`src/rtl/serial_rx_ctrl_if.sv`:
```
// rtl/serial_rx_ctrl_if.sv - serial receive front-end control/status bundle
interface serial_rx_ctrl_if;
    logic en;
    logic rx;
    logic shift_en;
    logic bit_out;
    logic busy;
    logic frame_valid;
    logic frame_err;

    modport master (
        output en,
        output rx,
        input  shift_en,
        input  bit_out,
        input  busy,
        input  frame_valid,
        input  frame_err
    );

    modport slave (
        input  en,
        input  rx,
        output shift_en,
        output bit_out,
        output busy,
        output frame_valid,
        output frame_err
    );
endinterface

```
`src/rtl/serial_rx_ctrl.sv`:
```
// rtl/serial_rx_ctrl.sv - oversampling serial receiver front end driving a SIPO
module serial_rx_ctrl #(
    parameter int WIDTH        = 8,
    parameter int CLKS_PER_BIT = 16
) (
    input  logic             clk,
    input  logic             rst_n,
    serial_rx_ctrl_if.slave  bus
);
    localparam int CW = $clog2(CLKS_PER_BIT);
    localparam int BW = (WIDTH > 1) ? $clog2(WIDTH) : 1;
    localparam logic [CW-1:0] HALF_LAST = CW'(CLKS_PER_BIT / 2 - 1);
    localparam logic [CW-1:0] FULL_LAST = CW'(CLKS_PER_BIT - 1);
    localparam logic [BW-1:0] BIDX_LAST = BW'(WIDTH - 1);

    typedef enum logic [1:0] {
        S_IDLE  = 2'd0,
        S_START = 2'd1,
        S_DATA  = 2'd2,
        S_STOP  = 2'd3
    } state_t;

    state_t        state_q, state_d;
    logic [CW-1:0] cnt_q, cnt_d;
    logic [BW-1:0] bidx_q, bidx_d;
    logic          sync1_q, sync1_d;
    logic          sync2_q, sync2_d;
    logic          rx_dly_q, rx_dly_d;
    logic          shift_en_q, shift_en_d;
    logic          bit_out_q, bit_out_d;
    logic          busy_q, busy_d;
    logic          frame_valid_q, frame_valid_d;
    logic          frame_err_q, frame_err_d;

    logic rx_s;
    logic rx_s_d;
    logic fall;
    logic tick;

    assign rx_s   = sync2_q;
    assign rx_s_d = rx_dly_q;
    assign fall   = rx_s_d & ~rx_s;
    // START waits half a bit to land mid start bit; later states step a full bit.
    assign tick   = (state_q == S_START) ? (cnt_q == HALF_LAST) : (cnt_q == FULL_LAST);

    // Next-state, baud/bit counting and output pulse generation.
    always_comb begin
        sync1_d       = bus.rx;
        sync2_d       = sync1_q;
        rx_dly_d      = sync2_q;
        state_d       = state_q;
        cnt_d         = cnt_q + CW'(1);
        bidx_d        = bidx_q;
        bit_out_d     = bit_out_q;
        shift_en_d    = 1'b0;
        frame_valid_d = 1'b0;
        frame_err_d   = 1'b0;
        unique case (state_q)
            S_IDLE: begin
                cnt_d = '0;
                if (bus.en && fall) begin
                    state_d = S_START;
                    bidx_d  = '0;
                end
            end
            S_START: begin
                if (tick) begin
                    cnt_d   = '0;
                    // A high line at mid start bit means a glitch: drop silently.
                    state_d = rx_s ? S_IDLE : S_DATA;
                end
            end
            S_DATA: begin
                if (tick) begin
                    cnt_d      = '0;
                    bit_out_d  = rx_s;
                    shift_en_d = 1'b1;
                    if (bidx_q == BIDX_LAST) begin
                        state_d = S_STOP;
                    end else begin
                        bidx_d = bidx_q + BW'(1);
                    end
                end
            end
            S_STOP: begin
                if (tick) begin
                    cnt_d         = '0;
                    frame_valid_d = rx_s;
                    frame_err_d   = ~rx_s;
                    // Leave at mid stop bit so a following start edge is not missed.
                    state_d       = S_IDLE;
                end
            end
            default: state_d = S_IDLE;
        endcase
        busy_d = (state_d != S_IDLE);
    end

    // State, synchronizer and registered outputs; line flops idle high.
    always_ff @(posedge clk or negedge rst_n) begin
        if (!rst_n) begin
            state_q       <= S_IDLE;
            cnt_q         <= '0;
            bidx_q        <= '0;
            sync1_q       <= 1'b1;
            sync2_q       <= 1'b1;
            rx_dly_q      <= 1'b1;
            shift_en_q    <= 1'b0;
            bit_out_q     <= 1'b0;
            busy_q        <= 1'b0;
            frame_valid_q <= 1'b0;
            frame_err_q   <= 1'b0;
        end else begin
            state_q       <= state_d;
            cnt_q         <= cnt_d;
            bidx_q        <= bidx_d;
            sync1_q       <= sync1_d;
            sync2_q       <= sync2_d;
            rx_dly_q      <= rx_dly_d;
            shift_en_q    <= shift_en_d;
            bit_out_q     <= bit_out_d;
            busy_q        <= busy_d;
            frame_valid_q <= frame_valid_d;
            frame_err_q   <= frame_err_d;
        end
    end

    assign bus.shift_en    = shift_en_q;
    assign bus.bit_out     = bit_out_q;
    assign bus.busy        = busy_q;
    assign bus.frame_valid = frame_valid_q;
    assign bus.frame_err   = frame_err_q;
endmodule

```
`src/flat_wrapper.sv`:
```
// flat-port wrapper written by rule: the top's interface ports become plain ports
module serial_rx_ctrl_flat 
#(
    parameter int WIDTH        = 8,
    parameter int CLKS_PER_BIT = 16
)
  (clk, rst_n, bus_en, bus_rx, bus_shift_en, bus_bit_out, bus_busy, bus_frame_valid, bus_frame_err);
  serial_rx_ctrl_if bus_i ();
  input  logic clk;
  input  logic rst_n;
  input wire logic [$bits(bus_i.en)-1:0] bus_en;
  input wire logic [$bits(bus_i.rx)-1:0] bus_rx;
  output wire logic [$bits(bus_i.shift_en)-1:0] bus_shift_en;
  output wire logic [$bits(bus_i.bit_out)-1:0] bus_bit_out;
  output wire logic [$bits(bus_i.busy)-1:0] bus_busy;
  output wire logic [$bits(bus_i.frame_valid)-1:0] bus_frame_valid;
  output wire logic [$bits(bus_i.frame_err)-1:0] bus_frame_err;
  assign bus_i.en = bus_en;
  assign bus_i.rx = bus_rx;
  assign bus_shift_en = bus_i.shift_en;
  assign bus_bit_out = bus_i.bit_out;
  assign bus_busy = bus_i.busy;
  assign bus_frame_valid = bus_i.frame_valid;
  assign bus_frame_err = bus_i.frame_err;
  serial_rx_ctrl #(.WIDTH(WIDTH), .CLKS_PER_BIT(CLKS_PER_BIT)) u_core (.clk(clk), .rst_n(rst_n), .bus(bus_i));
endmodule
```
`config.mk`:
```
export PLATFORM = sky130hd
export DESIGN_NAME = serial_rx_ctrl_flat
export DESIGN_NICKNAME = d
export VERILOG_FILES = /design/src/rtl/serial_rx_ctrl_if.sv /design/src/rtl/serial_rx_ctrl.sv /design/src/flat_wrapper.sv
export SDC_FILE = /design/constraint.sdc
export NUM_CORES = 1
export LEC_CHECK = 0
export CORE_UTILIZATION = 47
export CTS_CLUSTER_SIZE = 28
export DETAILED_ROUTE_END_ITERATION = 6
export PLACE_DENSITY = 0.71
export SLEW_MARGIN = 30
export SYNTH_ARGS = -nofsm -noshare
export SYNTH_HDL_FRONTEND = slang
export SYNTH_SLANG_ARGS = --single-unit
```
`constraint.sdc`:
```
create_clock -name clk -period 1.6 [get_ports clk]
set_clock_uncertainty 0.15 [all_clocks]
set_input_delay 0.32 -clock clk [delete_from_list [all_inputs] [get_ports clk]]
set_output_delay 0.32 -clock clk [all_outputs]
set_load 0.05 [all_outputs]
```
==> metrics.md, run 1 <==
| Metric | Value |
|---|---|
| Post-synth top cells | `14 x sky130_fd_sc_hd__dfrtp_1, 6 x sky130_fd_sc_hd__nor2_1, 5 x sky130_fd_sc_hd__inv_1` |
| Filler-free cell count of the finished design | `101` |
| Floorplan core area | `0.00152 mm2` |
| Reported leakage power | `0.460 nW` |
| Largest net degree at the start of global routing | `18` |
| Post-CTS setup-driven buffer insertion count | `0` |
| Antenna violations before repair | `0` |
| Data arrival time of the critical path | `between 1.5 and 2 ns` |
| Async S/R FF share, synth | `1.00` |
| Sequential cell area fraction in the yosys report | `0.547` |
| Layout cells sized above 1 | `0.294` |
| Count of final setup violators | `0` |
| Max-slew violations | `0` |
| CTS tree | `built` |
| Number of iterations in the first detailed-routing pass | `4` |
| Worst-path fanout max | `7` |
| H-tree level count | `1` |
| Insertion delay of the later-clocked pin in the worst-skew pair | `0.28 ns` |
| Number of distinct library cells after synthesis | `29` |
| Initial drt markers | `8` |
| Main area contributors after synthesis | `sky130_fd_sc_hd__dfrtp_1 45%, sky130_fd_sc_hd__dfstp_2 10%, sky130_fd_sc_hd__ha_1 4.8%` |
| Die height | `42.9 um` |
| Critical path buffer and inverter count | `1` |
| Share of the synthesized area in the top cell type | `0.447` |
| Top-Level Pins | `9` |
| Flip-flop and latch count after synthesis | `17` |
| Final design area excluding fillers | `991 um2` |
| Endpoint of the most critical register-to-register path | `u_core.cnt_q[3]$_DFF_PN0_` |
| Category of the worst setup path launch point | `flop` |
| CP required | `1.63 ns` |
| Row count | `14` |
| Slew headroom | `0.753` |
| Gr usage total | `0.171` |
| Gate Count Post-Synth | `a little under 70` |
| Summed negative setup slack over all endpoints | `0 ns` |
| Transition time at the pin with the least slew margin | `0.366 ns` |
| Peak VDD IR | `about 1100 uV` |
| Global placement routability congestion | `0.805` |
| Syn-to-layout area delta | `26.3%` |
| Setup repair after global routing missed its margin | `no` |
| Number of nets at the end of the flow | `93` |
| Vias per std cell | `roughly 5.5` |
| Critical register-to-register path startpoint | `u_core.cnt_q[1]$_DFF_PN0_` |
| Warnings from Yosys | `0` |
| Type of the worst setup path | `flop to flop` |
| Number of buffers created by CTS | `3` |
| Hold Violations, Final | `0` |
| Maximum single-stage delay on the critical path | `0.41 ns` |
| Post-synthesis area per instance | `11.4 um2` |
| Clock transition at the registers of the reported paths | `0.10 ns` |
| Most common flop cell mapped by yosys | `sky130_fd_sc_hd__dfrtp_1` |
| Critical-path cell list | `ha_2 > buf_4 > a22o_1 > a311oi_1` |
| Number of global-route vias before repair | `between 500 and 600` |
| Max Root-Sink Buffers | `2` |
| Syn_nets | `76` |
| Min Clock Period, post-route | `between 1.5 and 2 ns` |
| Critical path's slowest cell | `sky130_fd_sc_hd__dfrtp_1` |
| Result of the run | `completed` |
| Share of the cycle needed by the critical path after routing | `0.977` |
| Number of clock sinks | `17` |
| Number of resized instances in the post-cts repair step | `0` |
| Count of buffers inserted at the top-level ports | `8` |
| Placed Cells incl. Taps | `between 90 and 100` |
| Antenna violation net count after detailed routing | `0` |
| Average wire per cell in the routed design | `13.6 um` |
| Category of the worst setup path capture point | `flop` |
| WL final | `1380 um` |
| Diode count | `0` |
| Upper clock frequency limit | `0.640 GHz` |
| Cell accounting for the most synthesized area | `sky130_fd_sc_hd__dfrtp_1` |
| DR vias | `between 500 and 600` |
| Die area | `0.00184 mm2` |
| Starting density of the core | `0.515` |
| Cell family contributing the most delay on the critical path | `compound AO/OA/AOI/OAI gates` |
| Root buffer cell | `sky130_fd_sc_hd__clkbuf_4` |
| Residual DRC count | `0` |
| R2r worst-path depth | `4` |
| Max_cap viols | `0` |
| Cell with the most instances after synthesis | `sky130_fd_sc_hd__dfrtp_1` |
| Total congestion overflow | `0` |
| Placed Instance Area | `around 960 um2` |
| Hold_buf cts | `0` |
| Hold Path Class | `input pin to asynchronous set/reset pin` |
| HPWL after detailed placement | `1040 um` |
| Post-synth EDFFs | `0` |
| Horizontal extent of the die | `42.9 um` |
| Global-route wire length before repair | `around 2300 um` |
| Minimum setup slack among reg-to-reg paths | `0.04 ns` |
| Post-synthesis cell area | `785 um2` |
| Power density over cell area | `1540 mW/mm2` |
[per-layer routing]
layer  share of wire  GRT usage  vias up
li1                -          -      273
met1            0.44      0.220      267
met2            0.52      0.264       13
met3           0.029     0.0298        2
met4           0.016      0.106        0
met5               0          0        -
[cell type report]
class	instances	area, um2
clock buffers	3	22.5
flip-flops and latches	17	429
clock inverters	1	5.00
multi-input cells	42	298
fillers	117	533
inverters	5	18.8
well taps	16	20.0
repair buffers	17	198
[flip-flops by register name (all words and copies together), names as in the netlist]
name                    count
u_core.cnt_q                4
u_core.bidx_q               3
u_core.state_q              2
u_core.bus.bit_out          1
u_core.bus.busy             1
u_core.bus.frame_err        1
u_core.bus.frame_valid      1
u_core.bus.shift_en         1
u_core.rx_dly_d             1
u_core.rx_dly_q             1
u_core.sync1_q              1
[metrics by stage]
step | hold slack [ns] | setup slack [ns] | util | power, W
after floorplan | -0.126 | -0.0588 | - | 0.00108
after global placement | 0.196 | -0.0477 | 0.632 | 0.00128
after detailed placement | 0.205 | -0.110 | 0.632 | 0.00130
after CTS | 0.196 | 0.0406 | 0.650 | 0.00153
after global routing | 0.189 | 0.0187 | 0.650 | 0.00163
final | 0.193 | 0.0363 | 0.650 | 0.00152
[worst max path at each step]
| stage | startpoint | endpoint | slack [ns] | cells past startpoint |
|---|---|---|---|---|
| 2_1_floorplan | u_core.cnt_q[0]$_DFF_PN0_ | u_core.bus.bit_out$_DFFE_PN0P_ | -0.06 | 6 |
| 3_3_place_gp | bus_en | u_core.bidx_q[2]$_DFFE_PN0P_ | -0.05 | 4 |
| 3_5_place_dp | bus_en | u_core.bidx_q[1]$_DFFE_PN0P_ | -0.11 | 4 |
| 4_1_cts | u_core.cnt_q[1]$_DFF_PN0_ | u_core.bus.bit_out$_DFFE_PN0P_ | 0.04 | 4 |
| 5_1_grt | u_core.cnt_q[1]$_DFF_PN0_ | u_core.bus.bit_out$_DFFE_PN0P_ | 0.02 | 4 |
| 6_report | u_core.cnt_q[1]$_DFF_PN0_ | u_core.cnt_q[3]$_DFF_PN0_ | 0.04 | 4 |
[kinds of logic after synthesis]
kind of cell / Yosys count / synth area share
xor+xnor: 1 / 0.0112
simple gates: 22 / 0.161
mux: 1 / 0.0191
compound gates: 15 / 0.137
fa+ha+maj: 3 / 0.0479
flops: 17 / 0.547
buf+inv: 10 / 0.0766
[where the power goes]
part | internal, W | switching (W)
combinational | 0.000325 | 0.000338
clock | 0.0000927 | 0.000129
sequential | 0.000556 | 0.0000818
total | 0.000974 | 0.000549
[cell usage in the layout, fill, tap and decap left out, types with 3 or more instances in the layout]
cell type,instances
sky130_fd_sc_hd__dfrtp_1,14
sky130_fd_sc_hd__buf_12,5
sky130_fd_sc_hd__o21ai_0,3
sky130_fd_sc_hd__clkbuf_4,3
sky130_fd_sc_hd__nor2_1,6
sky130_fd_sc_hd__nand3_1,3
sky130_fd_sc_hd__nand3b_1,3
sky130_fd_sc_hd__buf_4,9
sky130_fd_sc_hd__clkdlybuf4s50_1,3
sky130_fd_sc_hd__inv_1,5
sky130_fd_sc_hd__dfstp_2,3
(Power assumes the default switching activity.)
==> run 2, diff against run 1 <==
--- a/config.mk
+++ b/config.mk
@@ -5,10 +5,13 @@
 export SDC_FILE = /design/constraint.sdc
 export NUM_CORES = 1
 export LEC_CHECK = 0
-export CORE_UTILIZATION = 47
+export CELL_PAD_IN_SITES_DETAIL_PLACEMENT = 0
+export CELL_PAD_IN_SITES_GLOBAL_PLACEMENT = 1
+export CORE_ASPECT_RATIO = 1.4
+export CORE_UTILIZATION = 38
 export CTS_CLUSTER_SIZE = 28
 export DETAILED_ROUTE_END_ITERATION = 6
-export PLACE_DENSITY = 0.71
+export PLACE_DENSITY = 0.72
 export SLEW_MARGIN = 30
 export SYNTH_ARGS = -nofsm -noshare
 export SYNTH_HDL_FRONTEND = slang
==> metrics.md, run 2 (synthesis results as in run 1) <==
| Metric | Value |
|---|---|
| Largest reg by FF count | `u_core.cnt_q (unchanged)` |
| DR vias | `568 (was 555)` |
| Die area | `0.00225 mm2 (was 0.00184 mm2)` |
| Count of final setup violators | `0 (unchanged)` |
| Total congestion overflow | `0 (unchanged)` |
| Post-CTS setup-driven buffer insertion count | `0 (unchanged)` |
| Cell family contributing the most delay on the critical path | `simple AND/OR/NAND/NOR gates (was compound AO/OA/AOI/OAI gates)` |
| Placed Instance Area | `962 um2 (was 963 um2)` |
| Max_cap viols | `0 (unchanged)` |
| Number of iterations in the first detailed-routing pass | `4 (unchanged)` |
| Insertion delay of the later-clocked pin in the worst-skew pair | `0.29 ns (was 0.28 ns)` |
| Global-route wire length before repair | `2200 um (was 2280 um)` |
| Final design area excluding fillers | `990 um2 (was 991 um2)` |
| Largest net degree at the start of global routing | `18 (unchanged)` |
| Minimum setup slack among reg-to-reg paths | `0.05 ns (was 0.04 ns)` |
| Antenna violation net count after detailed routing | `0 (unchanged)` |
| Hold_buf cts | `0 (unchanged)` |
| Min Clock Period, post-route | `1.55 ns (was 1.56 ns)` |
| Number of buffers created by CTS | `3 (unchanged)` |
| Setup repair after global routing missed its margin | `no (unchanged)` |
| Data arrival time of the critical path | `1.58 ns (was 1.59 ns)` |
| Result of the run | `completed (unchanged)` |
| Summed negative setup slack over all endpoints | `0 ns (unchanged)` |
| Commonest non-fill, non-tap cells in the layout | `14 x sky130_fd_sc_hd__dfrtp_1, 8 x sky130_fd_sc_hd__buf_4, 6 x sky130_fd_sc_hd__nor2_1 (was 14 x sky130_fd_sc_hd__dfrtp_1, 9 x sky130_fd_sc_hd__buf_4, 6 x sky130_fd_sc_hd__nor2_1)` |
| Transition time at the pin with the least slew margin | `0.350 ns (was 0.366 ns)` |
| Critical-path cell list | `ha_2 > and4_4 > and2_4 > mux2_4 (was ha_2 > buf_4 > a22o_1 > a311oi_1)` |
| H-tree level count | `1 (unchanged)` |
| Upper clock frequency limit | `0.646 GHz (was 0.640 GHz)` |
| Most common cell after layout, fill and taps aside | `sky130_fd_sc_hd__dfrtp_1 (unchanged)` |
| Largest register FFs | `4 (unchanged)` |
| Filler-free cell count of the finished design | `105 (was 101)` |
| Syn-to-layout area delta | `26.2% (was 26.3%)` |
| Critical register-to-register path startpoint | `u_core.cnt_q[0]$_DFF_PN0_ (was u_core.cnt_q[1]$_DFF_PN0_)` |
| Number of nets at the end of the flow | `92 (was 93)` |
| Hold slack | `0.189 ns (was 0.193 ns)` |
| Final Util | `0.508 (was 0.650)` |
| WL final | `1360 um (was 1380 um)` |
| Placed Cells incl. Taps | `101 (was 97)` |
| Number of global-route vias before repair | `562 (was 554)` |
| Category of the worst setup path launch point | `flop (unchanged)` |
| Layout cells sized above 1 | `0.286 (was 0.294)` |
| Slew headroom | `0.763 (was 0.753)` |
| Row count | `19 (was 14)` |
| Number of resized instances in the post-cts repair step | `0 (unchanged)` |
| Diode count | `0 (unchanged)` |
| Starting density of the core | `0.402 (was 0.515)` |
| Critical path's slowest cell | `sky130_fd_sc_hd__dfrtp_1 (unchanged)` |
| Power density over cell area | `1510 mW/mm2 (was 1540 mW/mm2)` |
| Residual DRC count | `0 (unchanged)` |
| Clock transition at the registers of the reported paths | `0.09 ns (was 0.10 ns)` |
| Count of buffers inserted at the top-level ports | `8 (unchanged)` |
| Share of the cycle needed by the critical path after routing | `0.967 (was 0.977)` |
| Max-slew violations | `0 (unchanged)` |
| Critical path buffer and inverter count | `0 (was 1)` |
| Reported leakage power | `0.456 nW (was 0.460 nW)` |
| Peak VDD IR | `726 uV (was 1110 uV)` |
| R2r worst-path depth | `4 (unchanged)` |
| Category of the worst setup path capture point | `flop (unchanged)` |
| Antenna violations before repair | `0 (unchanged)` |
| Die height | `55.8 um (was 42.9 um)` |
| Root buffer cell | `sky130_fd_sc_hd__clkbuf_4 (unchanged)` |
| Average wire per cell in the routed design | `13.0 um (was 13.6 um)` |
| Biggest registers after layout | `u_core.cnt_q: 4 flops, u_core.bidx_q: 3 flops, u_core.state_q: 2 flops (unchanged)` |
| Endpoint of the most critical register-to-register path | `u_core.bus.bit_out$_DFFE_PN0P_ (was u_core.cnt_q[3]$_DFF_PN0_)` |
| HPWL after detailed placement | `1030 um (was 1040 um)` |
| Vias per std cell | `5.41 (was 5.50)` |
| CP required | `1.64 ns (was 1.63 ns)` |
| Top-Level Pins | `9 (unchanged)` |
| Hold Violations, Final | `0 (unchanged)` |
| Worst-path fanout max | `5 (was 7)` |
| Global placement routability congestion | `0.727 (was 0.805)` |
| Horizontal extent of the die | `40.4 um (was 42.9 um)` |
| Hold Path Class | `input pin to asynchronous set/reset pin (unchanged)` |
| Initial drt markers | `10 (was 8)` |
| Type of the worst setup path | `flop to flop (unchanged)` |
| Max Root-Sink Buffers | `2 (unchanged)` |
| CTS tree | `built (unchanged)` |
| Maximum single-stage delay on the critical path | `0.40 ns (was 0.41 ns)` |
| Number of clock sinks | `17 (unchanged)` |
| Floorplan core area | `0.00195 mm2 (was 0.00152 mm2)` |
| Gr usage total | `0.146 (was 0.171)` |
run 2: final cells by class:
class	count	area (um2)
Clock buffer	3	22.5
Clock inverter	1	5.00
Multi-Input combinational cell	42	298
Fill cell	195	960
Tap cell	21	26.3
Sequential cell	17	429
Inverter	5	18.8
Timing Repair Buffer	16	190
run 2: worst max path at each step:
stage                                    startpoint                        endpoint  slack (ns)  cells past startpoint
after global routing      u_core.cnt_q[0]$_DFF_PN0_  u_core.bus.bit_out$_DFFE_PN0P_       0.007                      4
after CTS                 u_core.cnt_q[0]$_DFF_PN0_  u_core.bus.bit_out$_DFFE_PN0P_        0.04                      4
after detailed placement                     bus_en    u_core.bidx_q[2]$_DFFE_PN0P_       -0.09                      4
after floorplan           u_core.cnt_q[0]$_DFF_PN0_  u_core.bus.bit_out$_DFFE_PN0P_       -0.06                      6
after global placement                       bus_en    u_core.bidx_q[1]$_DFFE_PN0P_       -0.05                      4
final                     u_core.cnt_q[0]$_DFF_PN0_  u_core.bus.bit_out$_DFFE_PN0P_        0.05                      4
run 2: where the power goes:
group	leakage (nW)	total, W	switching [W]	internal [W]
Sequential	0.206	0.000661	0.000105	0.000556
Clock	0.0177	0.000226	0.000133	0.0000932
Combinational	0.232	0.000609	0.000302	0.000307
run 2: through the flow:
stage	total power [W]	worst slack, ns
global placement	0.00127	-0.0522
CTS	0.00152	0.0450
global route	0.00160	0.00676
finish	0.00150	0.0524
floorplan	0.00108	-0.0588
detailed placement	0.00129	-0.0917
run 2: routing by layer:
metal / part of all wire / track usage
met2: 0.51 / 0.218
met3: 0.020 / 0.0240
met5: 0 / 0
met1: 0.44 / 0.174
met4: 0.025 / 0.114
==> run 3, diff against run 2 <==
--- a/config.mk
+++ b/config.mk
@@ -5,10 +5,11 @@
 export SDC_FILE = /design/constraint.sdc
 export NUM_CORES = 1
 export LEC_CHECK = 0
+export ABC_AREA = 1
 export CELL_PAD_IN_SITES_DETAIL_PLACEMENT = 0
 export CELL_PAD_IN_SITES_GLOBAL_PLACEMENT = 1
 export CORE_ASPECT_RATIO = 1.4
-export CORE_UTILIZATION = 38
+export CORE_UTILIZATION = 36
 export CTS_CLUSTER_SIZE = 28
 export DETAILED_ROUTE_END_ITERATION = 6
 export PLACE_DENSITY = 0.72
==> metrics.md, run 3 <==
| Metric | Value |
|---|---|
| Cell accounting for the most synthesized area | `sky130_fd_sc_hd__dfrtp_1 (unchanged)` |
| Share of the synthesized area in the top cell type | `0.468 (was 0.447)` |
| Root buffer cell | `sky130_fd_sc_hd__clkbuf_4 (unchanged)` |
| Syn-to-layout area delta | `26.6% (was 26.2%)` |
| Async S/R FF share, synth | `1.00 (unchanged)` |
| Number of iterations in the first detailed-routing pass | `4 (unchanged)` |
| Cell with the most instances after synthesis | `sky130_fd_sc_hd__nand2_1 (was sky130_fd_sc_hd__dfrtp_1)` |
| CTS tree | `built (unchanged)` |
| DR vias | `571 (was 568)` |
| Share of the cycle needed by the critical path after routing | `0.907 (was 0.967)` |
| Top-Level Pins | `9 (unchanged)` |
| H-tree level count | `1 (unchanged)` |
| Warnings from Yosys | `0 (unchanged)` |
| Data arrival time of the critical path | `1.51 ns (was 1.58 ns)` |
| Average wire per cell in the routed design | `11.4 um (was 13.0 um)` |
| Footprint of the multi-input gates | `251 um2 (was 298 um2)` |
| Hold_buf cts | `0 (unchanged)` |
| CP required | `1.66 ns (was 1.64 ns)` |
| Hold slack | `0.174 ns (was 0.189 ns)` |
| Gate Count Post-Synth | `82 (was 69)` |
| Hold Path Class | `input pin to asynchronous set/reset pin (unchanged)` |
| Gr usage total | `0.151 (was 0.146)` |
| Number of clock sinks | `17 (unchanged)` |
| Sequential standard cell area | `429 um2 (unchanged)` |
| Setup repair after global routing missed its margin | `no (unchanged)` |
| Layout cells sized above 1 | `0.229 (was 0.286)` |
| Number of distinct library cells after synthesis | `17 (was 29)` |
| Largest register FFs | `4 (unchanged)` |
| Transition time at the pin with the least slew margin | `0.248 ns (was 0.350 ns)` |
| Min Clock Period, post-route | `1.45 ns (was 1.55 ns)` |
| Category of the worst setup path capture point | `flop (unchanged)` |
| Global-route wire length before repair | `2300 um (was 2200 um)` |
| Commonest non-fill, non-tap cells in the layout | `17 x sky130_fd_sc_hd__nand2_1, 14 x sky130_fd_sc_hd__dfrtp_1, 12 x sky130_fd_sc_hd__inv_1 (was 14 x sky130_fd_sc_hd__dfrtp_1, 8 x sky130_fd_sc_hd__buf_4, 6 x sky130_fd_sc_hd__nor2_1)` |
| HPWL after detailed placement | `1070 um (was 1030 um)` |
| Most common flop cell mapped by yosys | `sky130_fd_sc_hd__dfrtp_1 (unchanged)` |
| Hold Violations, Final | `0 (unchanged)` |
| Type of the worst setup path | `flop to flop (unchanged)` |
| Top cell by count, worst path | `sky130_fd_sc_hd__nand2_1` |
| Residual DRC count | `0 (unchanged)` |
| Biggest registers after layout | `u_core.cnt_q: 4 flops, u_core.bidx_q: 3 flops, u_core.state_q: 2 flops (unchanged)` |
| Global placement routability congestion | `0.716 (was 0.727)` |
| Post-synth EDFFs | `0 (unchanged)` |
| Count of final setup violators | `0 (unchanged)` |
| Number of nets at the end of the flow | `104 (was 92)` |
| Category of the worst setup path launch point | `flop (unchanged)` |
| Slew headroom | `0.835 (was 0.763)` |
| Reported leakage power | `0.478 nW (was 0.456 nW)` |
| Horizontal extent of the die | `40.5 um (was 40.4 um)` |
| Row count | `19 (unchanged)` |
| Max-slew violations | `0 (unchanged)` |
| Largest reg by FF count | `u_core.cnt_q (unchanged)` |
| Post-synthesis cell area | `748 um2 (was 785 um2)` |
| Floorplan core area | `0.00195 mm2 (unchanged)` |
| Sequential cell area fraction in the yosys report | `0.574 (was 0.547)` |
| Summed negative setup slack over all endpoints | `0 ns (unchanged)` |
| Result of the run | `completed (unchanged)` |
| Number of resized instances in the post-cts repair step | `0 (unchanged)` |
| Placed Cells incl. Taps | `113 (was 101)` |
| Number of global-route vias before repair | `570 (was 562)` |
| Post-CTS setup-driven buffer insertion count | `0 (unchanged)` |
| Critical-path cell list | `ha_1 > ha_1 > nand2_1 > nand2_1 > nand2_1 > nand2_1 (was ha_2 > and4_4 > and2_4 > mux2_4)` |
| Flip-flop and latch count after synthesis | `17 (unchanged)` |
| Starting density of the core | `0.384 (was 0.402)` |
| Insertion delay of the later-clocked pin in the worst-skew pair | `0.31 ns (was 0.29 ns)` |
| Cell family contributing the most delay on the critical path | `adder cells (was simple AND/OR/NAND/NOR gates)` |
| Largest net degree at the start of global routing | `18 (unchanged)` |
| Die area | `0.00227 mm2 (was 0.00225 mm2)` |
| Maximum single-stage delay on the critical path | `0.42 ns (was 0.40 ns)` |
| Critical path buffer and inverter count | `0 (unchanged)` |
| Number of buffers created by CTS | `3 (unchanged)` |
| Max_cap viols | `0 (unchanged)` |
| Critical path's slowest cell | `sky130_fd_sc_hd__dfrtp_1 (unchanged)` |
| Antenna violations before repair | `0 (unchanged)` |
| Count of buffers inserted at the top-level ports | `8 (unchanged)` |
| Max Root-Sink Buffers | `2 (unchanged)` |
| Initial drt markers | `6 (was 10)` |
| WL final | `1330 um (was 1360 um)` |
| Peak VDD IR | `604 uV (was 726 uV)` |
| Power, Total | `0.00122 W (was 0.00150 W)` |
| Post-synthesis area per instance | `9.12 um2 (was 11.4 um2)` |
| Number of inserted filler cells in the final layout | `213 (was 195)` |
| Final Util | `0.486 (was 0.508)` |
| Most common cell after layout, fill and taps aside | `sky130_fd_sc_hd__nand2_1 (was sky130_fd_sc_hd__dfrtp_1)` |
| Power density over cell area | `1290 mW/mm2 (was 1510 mW/mm2)` |
| Filler-free cell count of the finished design | `117 (was 105)` |
| Total congestion overflow | `0 (unchanged)` |
| Worst-path fanout max | `4 (was 5)` |
| Diode count | `0 (unchanged)` |
| Vias per std cell | `4.88 (was 5.41)` |
| Upper clock frequency limit | `0.689 GHz (was 0.646 GHz)` |
| Die height | `55.9 um (was 55.8 um)` |
| Main area contributors after synthesis | `sky130_fd_sc_hd__dfrtp_1 47%, sky130_fd_sc_hd__dfstp_2 11%, sky130_fd_sc_hd__nand2_1 8.5% (was sky130_fd_sc_hd__dfrtp_1 45%, sky130_fd_sc_hd__dfstp_2 10%, sky130_fd_sc_hd__ha_1 4.8%)` |
| Syn_nets | `89 (was 76)` |
| Antenna violation net count after detailed routing | `0 (unchanged)` |
| Post-synth top cells | `17 x sky130_fd_sc_hd__nand2_1, 14 x sky130_fd_sc_hd__dfrtp_1, 12 x sky130_fd_sc_hd__inv_1, 6 x sky130_fd_sc_hd__nand3_1, 6 x sky130_fd_sc_hd__nor2_1 (was 14 x sky130_fd_sc_hd__dfrtp_1, 6 x sky130_fd_sc_hd__nor2_1, 5 x sky130_fd_sc_hd__inv_1)` |
| Clock transition at the registers of the reported paths | `0.11 ns (was 0.09 ns)` |
## run 3: changes by cell type after synthesis, sizes merged, moves of 2 or more
cell / change
nand3: +4
nor3: +3
nand2: +15
a41oi: -2
nand4: +3
clkbuf: -2
inv: +12
nor2b: -2
buf: -3
nand3b: -3
## run 3: path summary, 6_finish.rpt
path,startpoint,to,slack [ns],cells after the start
max in group asynchronous,rst_n,u_core.rx_dly_q$_DFF_PN1_,0.87,2
max reg2reg,u_core.bidx_q[0]$_DFFE_PN0P_,u_core.bidx_q[0]$_DFFE_PN0P_,0.15,6
min in group clk,u_core.sync1_q$_DFF_PN1_,u_core.rx_dly_d$_DFF_PN1_,0.21,0
max,u_core.bidx_q[0]$_DFFE_PN0P_,u_core.bidx_q[0]$_DFFE_PN0P_,0.15,6
min reg2reg,u_core.sync1_q$_DFF_PN1_,u_core.rx_dly_d$_DFF_PN1_,0.21,0
min,rst_n,u_core.cnt_q[3]$_DFF_PN0_,0.17,2
## run 3: metal layers
metal / routed length (um) / vias to the layer above / track usage
li1: - / 283 / -
met1: 505 / 275 / 0.153
met2: 739 / 8 / 0.249
met3: 38 / 5 / 0.0360
met4: 47 / 0 / 0.100
met5: 0 / - / 0
## run 3: through the flow
step	area (um2)	setup WS [ns]
after floorplan	748	0.234
after global placement	920	0.0293
after detailed placement	920	-0.00698
after CTS	947	0.138
after global routing	947	0.0112
final	947	0.148
## run 3: layout make-up
cell class,instances,area share
timing repair buffer,10,0.153
clock inverter,1,0.00528
clock buffer,3,0.0238
sequential,17,0.453
inverter,18,0.0713
tap,21,0.0277
multi-input combinational,47,0.266
## run 3: logic make-up (layout without fill, tap and decap cells)
logic type               Yosys count  count (layout)  share of synthesized area
buffers and inverters             18              32                     0.0903
AND/OR/NAND/NOR                   39              39                      0.242
XOR/XNOR                           1               1                     0.0117
adder cells (fa/ha/maj)            3               3                     0.0502
flip-flops                        17              17                      0.574
AO/OA/AOI/OAI                      4               4                     0.0318
## run 3: power breakdown
group	internal (W)	leakage, nW	total [W]	switching (W)
sequential	0.000518	0.211	0.000609	0.0000906
clock	0.0000934	0.0177	0.000237	0.000144
combinational	0.000151	0.249	0.000371	0.000220
total	0.000763	0.478	0.00122	0.000455
